$ cat src/rtl/ascii_pkg.sv
// Shared constants, FSM state type and elaboration helpers for the number-to-ASCII streamer.
// Latency: n/a (declarations only).
// Backpressure: n/a (declarations only).
//
// Contents:
//   ASCII_ZERO / ASCII_A / ASCII_CR / ASCII_LF / ASCII_QMARK  character constants
//   state_t                                                    serializer FSM states
//   hex_digits()                                               nibble count for a given width
//   dec_fits()                                                 true when DIGITS decimal slots hold 2**W-1
package ascii_pkg;

    localparam logic [7:0] ASCII_ZERO  = 8'h30;
    localparam logic [7:0] ASCII_A     = 8'h41;
    localparam logic [7:0] ASCII_CR    = 8'h0D;
    localparam logic [7:0] ASCII_LF    = 8'h0A;
    localparam logic [7:0] ASCII_QMARK = 8'h3F;

    typedef enum logic [2:0] {
        IDLE    = 3'd0,
        CONV    = 3'd1,
        LOAD    = 3'd2,
        EMIT    = 3'd3,
        TERM_CR = 3'd4,
        TERM_LF = 3'd5
    } state_t;

    // Number of hex nibbles needed to print a w-bit value.
    function automatic int hex_digits(input int w);
        return (w + 3) / 4;
    endfunction

    // 10**d > 2**w - 1 ? Evaluated with 64-bit arithmetic; the loop stops as
    // soon as the power of ten exceeds the maximum value so it cannot overflow.
    function automatic bit dec_fits(input int w, input int d);
        longint unsigned maxv;
        longint unsigned p;
        maxv = (64'd1 << w) - 64'd1;
        p    = 64'd1;
        for (int i = 0; i < d && p <= maxv; i++) begin
            p = p * 64'd10;
        end
        return (p > maxv);
    endfunction

endpackage

$ cat src/rtl/nibble_to_ascii.sv
// Maps one 4-bit digit to its ASCII character; decimal digits as '0'-'9', hex digits 10-15 as 'A'-'F'.
// Latency: combinational, zero cycles.
// Backpressure: none, pure function of its inputs.
//
// Ports:
//   digit  in  4  digit value to print
//   hex    in  1  1: digits 10-15 are legal hex letters; 0: decimal, 10-15 print '?'
//   ascii  out 8  ASCII character
module nibble_to_ascii
    import ascii_pkg::*;
(
    input  logic [3:0] digit,
    input  logic       hex,
    output logic [7:0] ascii
);

    always_comb begin
        ascii = ASCII_QMARK;
        case (digit) inside
            [4'd0:4'd9]:   ascii = ASCII_ZERO + {4'h0, digit};
            // A decimal conversion can never produce 10-15, so a '?' here
            // flags a corrupted digit rather than printing a bogus letter.
            [4'd10:4'd15]: ascii = hex ? (ASCII_A + {4'h0, digit - 4'd10}) : ASCII_QMARK;
            default:       ascii = ASCII_QMARK;
        endcase
    end

endmodule

$ cat src/rtl/ascii_num_serializer.sv
// Converts one unsigned value to a decimal (double dabble) or hex ASCII string, one char per handshake.
// Latency: first char DATA_W+1 cycles after accept (decimal), 2 cycles (hex); then one char per cycle.
// Backpressure: out_ready low holds out_char/out_last; in_ready stays low until the last char transfers.
//
// Ports:
//   clk        in   1       system clock, rising edge
//   rst_n      in   1       asynchronous reset, active low
//   in_valid   in   1       value present on in_data/in_hex
//   in_ready   out  1       block idle, will accept (registered)
//   in_data    in   DATA_W  unsigned value to print
//   in_hex     in   1       1: hex, 0: decimal (sampled at accept; ignored when HEX_EN=0)
//   out_valid  out  1       out_char valid
//   out_ready  in   1       sink accepts out_char
//   out_char   out  8       ASCII character
//   out_last   out  1       final char of the string
//   busy       out  1       conversion/emission in progress
module ascii_num_serializer
    import ascii_pkg::*;
#(
    parameter int DATA_W  = 16,
    parameter int DIGITS  = 5,
    parameter int HEX_EN  = 1,
    parameter int LZ_SUP  = 1,
    parameter int TERM_EN = 1
) (
    input  logic              clk,
    input  logic              rst_n,
    input  logic              in_valid,
    output logic              in_ready,
    input  logic [DATA_W-1:0] in_data,
    input  logic              in_hex,
    output logic              out_valid,
    input  logic              out_ready,
    output logic [7:0]        out_char,
    output logic              out_last,
    output logic              busy
);

    localparam int HEX_D = hex_digits(DATA_W);
    // One digit-slot array serves both radices, so size it for whichever needs more.
    localparam int NSLOT = (DIGITS > HEX_D) ? DIGITS : HEX_D;
    // Binary part in the low DATA_W bits, BCD slots above it. Slots beyond
    // DIGITS stay zero through the conversion (0 is never adjusted).
    localparam int SRW   = DATA_W + 4 * NSLOT;
    localparam int IW    = (NSLOT > 1) ? $clog2(NSLOT) : 1;
    localparam int CW    = $clog2(DATA_W);

    if (DATA_W < 4) begin : g_width_err
        $error("ascii_num_serializer: DATA_W must be at least 4");
    end
    if (!dec_fits(DATA_W, DIGITS)) begin : g_digits_err
        $error("ascii_num_serializer: DIGITS too small to print 2**DATA_W-1");
    end

    state_t          state_q, state_d;
    logic [SRW-1:0]  sr_q;
    logic [SRW-1:0]  sr_adj;
    logic [SRW-1:0]  sr_dd;
    logic [CW-1:0]   cnt_q;
    logic [IW-1:0]   idx_q;
    logic [IW-1:0]   idx_first;
    logic [IW-1:0]   ndig_m1;
    logic [4*NSLOT-1:0] fin_digits;
    logic [3:0]      cur_dig;
    logic [7:0]      dig_char;
    logic            hex_q;
    logic            in_ready_q;
    logic            accept;
    logic            xfer;
    logic            last_conv;
    logic            at_lsd;

    //------------------------------------------------------------------
    // Handshake qualifiers
    //------------------------------------------------------------------
    assign accept    = in_valid && in_ready_q && (state_q == IDLE);
    assign xfer      = out_valid && out_ready;
    assign last_conv = (state_q == CONV) && (cnt_q == CW'(DATA_W - 1));
    assign at_lsd    = (idx_q == '0);
    assign in_ready  = in_ready_q;

    //------------------------------------------------------------------
    // Double dabble step: add 3 to every BCD slot >= 5, then shift left.
    //------------------------------------------------------------------
    always_comb begin
        sr_adj = sr_q;
        for (int i = 0; i < NSLOT; i++) begin
            if (sr_q[DATA_W + 4*i +: 4] >= 4'd5) begin
                sr_adj[DATA_W + 4*i +: 4] = sr_q[DATA_W + 4*i +: 4] + 4'd3;
            end
        end
        sr_dd = {sr_adj[SRW-2:0], 1'b0};
    end

    // Final digit vector at the CONV/LOAD exit edge. Decimal reads the
    // post-shift value because the last shift lands on that same edge; hex
    // reads the raw zero-extended value already sitting in the low bits.
    assign fin_digits = hex_q ? sr_q[4*NSLOT-1:0] : sr_dd[SRW-1 -: 4*NSLOT];
    assign ndig_m1    = hex_q ? IW'(HEX_D - 1) : IW'(DIGITS - 1);

    //------------------------------------------------------------------
    // Leading-digit encoder: highest nonzero slot within the active radix,
    // LSD when the value is zero, MSD when suppression is disabled. Starting
    // the pointer here means skipped zeros cost no cycles.
    //------------------------------------------------------------------
    always_comb begin
        idx_first = '0;
        for (int i = 0; i < NSLOT; i++) begin
            if ((IW'(i) <= ndig_m1) && (fin_digits[4*i +: 4] != 4'd0)) begin
                idx_first = IW'(i);
            end
        end
        if (LZ_SUP == 0) begin
            idx_first = ndig_m1;
        end
    end

    //------------------------------------------------------------------
    // Digit under the pointer, taken from whichever region holds it.
    //------------------------------------------------------------------
    always_comb begin
        cur_dig = 4'd0;
        for (int i = 0; i < NSLOT; i++) begin
            if (IW'(i) == idx_q) begin
                cur_dig = hex_q ? sr_q[4*i +: 4] : sr_q[DATA_W + 4*i +: 4];
            end
        end
    end

    nibble_to_ascii u_n2a (
        .digit (cur_dig),
        .hex   (hex_q),
        .ascii (dig_char)
    );

    //------------------------------------------------------------------
    // FSM: state register
    //------------------------------------------------------------------
    always_ff @(posedge clk or negedge rst_n) begin
        if (!rst_n) begin
            state_q <= IDLE;
        end else begin
            state_q <= state_d;
        end
    end

    //------------------------------------------------------------------
    // FSM: next state
    //------------------------------------------------------------------
    always_comb begin
        state_d = state_q;
        case (state_q)
            IDLE: begin
                if (accept) begin
                    state_d = ((HEX_EN != 0) && in_hex) ? LOAD : CONV;
                end
            end
            CONV: begin
                if (last_conv) begin
                    state_d = EMIT;
                end
            end
            LOAD: begin
                state_d = EMIT;
            end
            EMIT: begin
                if (xfer && at_lsd) begin
                    state_d = (TERM_EN != 0) ? TERM_CR : IDLE;
                end
            end
            TERM_CR: begin
                if (xfer) begin
                    state_d = TERM_LF;
                end
            end
            TERM_LF: begin
                if (xfer) begin
                    state_d = IDLE;
                end
            end
            default: state_d = IDLE;
        endcase
    end

    //------------------------------------------------------------------
    // FSM: outputs. Everything decodes from registered state so an async
    // reset drops the stream in the same cycle.
    //------------------------------------------------------------------
    always_comb begin
        out_valid = 1'b0;
        out_char  = 8'h00;
        out_last  = 1'b0;
        busy      = (state_q != IDLE);
        case (state_q)
            EMIT: begin
                out_valid = 1'b1;
                out_char  = dig_char;
                out_last  = at_lsd && (TERM_EN == 0);
            end
            TERM_CR: begin
                out_valid = 1'b1;
                out_char  = ASCII_CR;
            end
            TERM_LF: begin
                out_valid = 1'b1;
                out_char  = ASCII_LF;
                out_last  = 1'b1;
            end
            default: begin
                out_valid = 1'b0;
            end
        endcase
    end

    //------------------------------------------------------------------
    // Datapath: shift register, shift counter, digit pointer, radix flag.
    // in_ready is registered from the next state, so it rises on the first
    // edge after reset release and the edge after the final transfer.
    //------------------------------------------------------------------
    always_ff @(posedge clk or negedge rst_n) begin
        if (!rst_n) begin
            sr_q       <= '0;
            cnt_q      <= '0;
            idx_q      <= '0;
            hex_q      <= 1'b0;
            in_ready_q <= 1'b0;
        end else begin
            in_ready_q <= (state_d == IDLE);
            if (accept) begin
                sr_q  <= SRW'(in_data);
                cnt_q <= '0;
                hex_q <= (HEX_EN != 0) && in_hex;
            end else begin
                case (state_q)
                    CONV: begin
                        sr_q  <= sr_dd;
                        cnt_q <= cnt_q + CW'(1);
                        if (last_conv) begin
                            idx_q <= idx_first;
                        end
                    end
                    LOAD: begin
                        idx_q <= idx_first;
                    end
                    EMIT: begin
                        if (xfer && !at_lsd) begin
                            idx_q <= idx_q - IW'(1);
                        end
                    end
                    default: begin
                        idx_q <= idx_q;
                    end
                endcase
            end
        end
    end

endmodule

$ cat config.mk
export PLATFORM = sky130hd
export DESIGN_NAME = ascii_num_serializer
export DESIGN_NICKNAME = d
export VERILOG_FILES = /design/src/rtl/ascii_pkg.sv /design/src/rtl/nibble_to_ascii.sv /design/src/rtl/ascii_num_serializer.sv
export SDC_FILE = /design/constraint.sdc
export NUM_CORES = 1
export LEC_CHECK = 0
export CORE_MARGIN = 1.5
export CORE_UTILIZATION = 60
export CTS_BUF_LIST = sky130_fd_sc_hd__clkbuf_8
export DETAILED_ROUTE_END_ITERATION = 8
export DONT_BUFFER_PORTS = 1
export HOLD_SLACK_MARGIN = 0.03
export PLACE_DENSITY_LB_ADDON = 0.12
export SETUP_SLACK_MARGIN = 0.4
export SYNTH_ARGS = -nofsm -noshare
export SYNTH_HDL_FRONTEND = slang
export SYNTH_SLANG_ARGS = --single-unit
export TNS_END_PERCENT = 1
$ cat constraint.sdc
create_clock -name clk -period 9.76 [get_ports clk]
set_input_delay 1.952 -clock clk [delete_from_list [all_inputs] [get_ports clk]]
set_output_delay 1.952 -clock clk [all_outputs]
set_load 0.005 [all_outputs]
==> impl_summary.md <==
Clock tree
TritonCTS built the clock tree. Clock tree synthesis inserted a total of 5 buffers. The number of resized instances in the post-cts repair step is 0. The clock-pin slew on the worst setup and hold paths is 0.09 ns.

The number of H-tree branching levels is 2. The library cell used as clock root buffer is sky130_fd_sc_hd__clkbuf_8. The buffer count from post-CTS setup fixing is 0. The later pin in the worst-skew pair is clocked with a latency of 0.30 ns. The number of buffers added to fix hold violations after cts is 0. The largest buffer count on any clock path is 2.

CTS saw 48 sinks.

Timing
The share of the clock period used by the worst path is 0.540. The final number of max-transition violations was 0. Across all setup checks in the final design, the least slack found is 4.49 ns. The total count of hold-check failures in the final report is 0. Setup repair after global routing left no endpoint under its margin. Final hold analysis gives a worst-case slack of 0.516 ns. The worst slew margin relative to its limit is 0.276. In the final timing run, aggregate negative setup slack is 0 ns.

The minimum clock period after layout is 5.27 ns. Setup violations remaining at the end of the flow were counted as 0. The slew at the pin with the worst max-slew slack is 1.09 ns.

The largest clock skew in the final design is 0.0111 ns. The maximum operating frequency is 0.190 GHz.

Logic synthesis
The average instance in the mapped netlist occupies 8.36 sq um. The proportion of register bits with asynchronous set or reset after synthesis is 1.00. The number of synthesized flops with an enable pin is 0.

In this run the cell area of the synthesized design comes to 3390 sq um. The post-synth net total is 447. The most frequently used flop master after synthesis is sky130_fd_sc_hd__dfrtp_1. The xor and xnor fraction of the mapped netlist area is 0.0232. The number of synthesis warnings is 0.

The simple-gate area share of the yosys netlist is 0.233. The fraction of synthesized area in multiplexers is 0.0682. The synthesized design contains 48 register bits. The compound-cell area share of the yosys netlist was 0.189. Yosys mapped the design onto 57 distinct sky130hd cell types.

Of the synthesized area, sequential elements account for 0.354. Of the total synthesized cell area, the portion taken by full adders, half adders and majority gates is 0.0737. By area, the combinational part of the netlist is dominated by simple AND/OR/NAND/NOR gates. The synthesized netlist cell count is 406.

Critical path
The element type at the critical path end is a primary output. The reg-to-reg critical path startpoint is state_q[0]$_DFF_PN0_. The startpoint-to-endpoint class of the critical path is reg2out. The arrival time of the worst setup path is 3.32 ns.

Walking the worst path, the cells encountered are buf_4, mux2i_1, o22ai_1, a211oi_1, inv_1, ha_1, o21bai_1, a211oi_1, o21ai_1, nor3b_2, o311ai_1. The reg2reg setup slack is 7.23 ns. The worst register-to-register path ends at sr_q[31]$_DFFE_PN0P_. In this design, the stage delay of the slowest critical-path cell is 0.62 ns. Measured in cells, the most critical reg-to-reg path has a length of 6. The gate family responsible for the most delay along the worst path is compound AO/OA/AOI/OAI gates. The cell type of the slowest stage on the worst timing path is sky130_fd_sc_hd__a211oi_1. Of all nets on the critical path, the largest fanout is 29.

At the worst endpoint, the required time is 7.81 ns. Counting both buffers and inverters, the worst setup path holds a total of 2. The most frequent cell on the critical path is sky130_fd_sc_hd__a211oi_1. The launch point of the worst path is hex_q$_DFFE_PN0P_. The worst setup path is launched from a register.

Power
Dividing total power by cell area gives a power density of 360 nW/um^2. The net switching power figure is 624 uW. Of the total power, the share spent switching nets is 0.497. In this run the static leakage power is 0.00161 uW. The share of total power dissipated in sequential elements is 0.317.

Of the total power, the clock network draws 0.098. The maximum ir drop on the vdd rail is 0.190 mV. The combinational share of power is 0.585. The cell-internal power is 631 uW.

Drt
The final wirelength is 8190 microns. The number of iterations in the first detailed-routing pass is 5. The post-route DRC violation count is 0. Using the TritonRoute via totals, the vias-per-cell ratio works out to 6.27. The average wire length per cell after detail routing is 17.6 microns.

The post-detailed-route count of antenna-violating nets is 0. The total via count in the routed design is 2920. The DRC marker count from the first detailed-route iteration is 241.

Place
Routability-driven placement finished with a final weighted congestion of 0.952. In this run the cell area measured after placement is 3390 sq um. Before CTS, the worst setup slack after placement is 4.84 ns.

The sum of net half-perimeters after detailed placement is 5910 microns. The number of buffers inserted by port buffering is 0.

Min path
The path with the worst hold slack has its endpoint at cnt_q[0]$_DFFE_PN0P_. The worst hold path belongs to the class reg2reg. Counting instances, the worst hold path has a depth of 1. The worst hold path begins at cnt_q[0]$_DFFE_PN0P_.

Global route
Entering global routing, the biggest net connects 49 pins. The number of antenna violations at the first check in global routing is 0. The first-pass GRT wire length is 13500 microns. The number of global-route vias before repair is 2709. The sum of overflow across all layers after global routing is 0.

For this run, the total global-route usage over all layers was measured as 0.282.

Final layout
In the final layout, the share of cells above drive strength 1 is 0.0533. After the last flow step, the layout net total stands at 434. The layout overhead on the synthesized area is 2.73%. The number of antenna cells inserted is 0. The post-route standard cell area excluding fillers is 3490 sq um. At the end of the flow the core is filled with cells to 0.637.

The count of fill cells added during filler insertion is 495.

Floorplan
The initial standard-cell utilization of the core is 0.620. The overall die area is 6120 sq um. The I/O pin total is 33. Measured along the x axis, the die boundary spans 78.2 microns.

The total area inside the core boundary comes to 5470 sq um. From bottom edge to top edge, the die measures 78.2 microns. The number of standard-cell rows in the floorplan is 27.

Flow run
The number of maximum-capacitance violations is 0.

Run status
The run finished with clean final reports.
## metrics by stage
step,total power (uW),std cells
2_1_floorplan,962,406
4_1_cts,1250,466
5_1_grt,1360,466
6_report,1250,466
3_3_place_gp,1100,458
3_5_place_dp,1120,458
## placed cells by master (no fill, tap or decap), types with 15 or more instances in the layout
| cell type | instances |
|---|---|
| sky130_fd_sc_hd__inv_1 | 21 |
| sky130_fd_sc_hd__a21oi_1 | 16 |
| sky130_fd_sc_hd__mux2i_1 | 22 |
| sky130_fd_sc_hd__nor2_1 | 24 |
| sky130_fd_sc_hd__nand2_1 | 65 |
| sky130_fd_sc_hd__ha_1 | 20 |
| sky130_fd_sc_hd__a22oi_1 | 17 |
| sky130_fd_sc_hd__nand3_1 | 18 |
| sky130_fd_sc_hd__o21ai_1 | 15 |
| sky130_fd_sc_hd__dfrtp_1 | 48 |
## worst register-to-register path: stages, from the launching register on
cell                      delay, ns
sky130_fd_sc_hd__dfrtp_1       0.52
sky130_fd_sc_hd__nor3_1        0.33
sky130_fd_sc_hd__and3_1        0.86
sky130_fd_sc_hd__nor2_1        0.17
sky130_fd_sc_hd__buf_4         0.26
sky130_fd_sc_hd__o21ai_0       0.20
sky130_fd_sc_hd__nand2_1       0.07
## flip-flops by register name, summed over array words and instances (netlist names)
signal    count
in_ready      1
sr_q         36
cnt_q         4
hex_q         1
idx_q         3
state_q       3
## per-layer routing
layer / vias up / wire length, microns / global-route usage
li1: 1411 / - / -
met1: 1399 / 3750 / 0.394
met2: 100 / 4000 / 0.467
met3: 10 / 358 / 0.0372
met4: 0 / 89 / 0.0696
met5: - / 0 / 0
## cell type report
| class | instances | area, sq um | area share |
|---|---|---|---|
| Clock inverter | 2 | 11.3 | 0.00323 |
| Multi-Input combinational cell | 314 | 2000 | 0.574 |
| Timing Repair Buffer | 3 | 22.5 | 0.00646 |
| Tap cell | 72 | 90.1 | 0.0258 |
| Clock buffer | 6 | 82.6 | 0.0237 |
| Inverter | 21 | 78.8 | 0.0226 |
| Sequential cell | 48 | 1200 | 0.345 |
## Yosys cell counts, types with 4 or more instances
cell type                   n  area (sq um)
sky130_fd_sc_hd__a211oi_1   4          30.0
sky130_fd_sc_hd__xnor2_1    6          52.6
sky130_fd_sc_hd__nor3_1     9          45.0
sky130_fd_sc_hd__clkbuf_1  16          60.1
sky130_fd_sc_hd__nor2b_1    9          56.3
sky130_fd_sc_hd__a22oi_1   17           128
sky130_fd_sc_hd__o22ai_1    8          50.1
sky130_fd_sc_hd__mux2i_1   22           220
sky130_fd_sc_hd__o21ai_0   14          70.1
sky130_fd_sc_hd__a21oi_1   16          80.1
sky130_fd_sc_hd__nand3_1   18          90.1
sky130_fd_sc_hd__o21ai_1   15          75.1
sky130_fd_sc_hd__a31oi_1    5          31.3
sky130_fd_sc_hd__nand2_1   65           244
sky130_fd_sc_hd__nor2_1    24          90.1
sky130_fd_sc_hd__o31ai_1    6          45.0
sky130_fd_sc_hd__ha_1      20           250
sky130_fd_sc_hd__nand2b_1   9          56.3
sky130_fd_sc_hd__dfrtp_1   48          1200
sky130_fd_sc_hd__inv_1     20          75.1
## worst max-delay path by stage
stage	cells after the start	slack, ns	to
2_1_floorplan	12	5.23	out_char[0]
3_3_place_gp	11	4.99	out_char[0]
3_5_place_dp	11	4.84	out_char[0]
6_report	11	4.49	out_char[0]
5_1_grt	11	4.24	out_char[0]
4_1_cts	11	4.49	out_char[0]
## logic make-up (layout without fill, tap and decap cells)
kind of cell    after synthesis  in the layout
compound gates               99             99
simple gates                162            162
flops                        48             48
xor+xnor                      9              9
other cells                   1              1
mux                          23             23
fa+ha+maj                    20             20
buf+inv                      44             32
## power groups by stage
stage	clock network (uW)	registers, uW	logic, uW
2_1_floorplan	0	342	620
5_1_grt	133	409	822
4_1_cts	125	394	727
3_3_place_gp	0	396	703
3_5_place_dp	0	397	723
6_report	123	398	734
No activity file was read; power rests on OpenSTA's default activity.
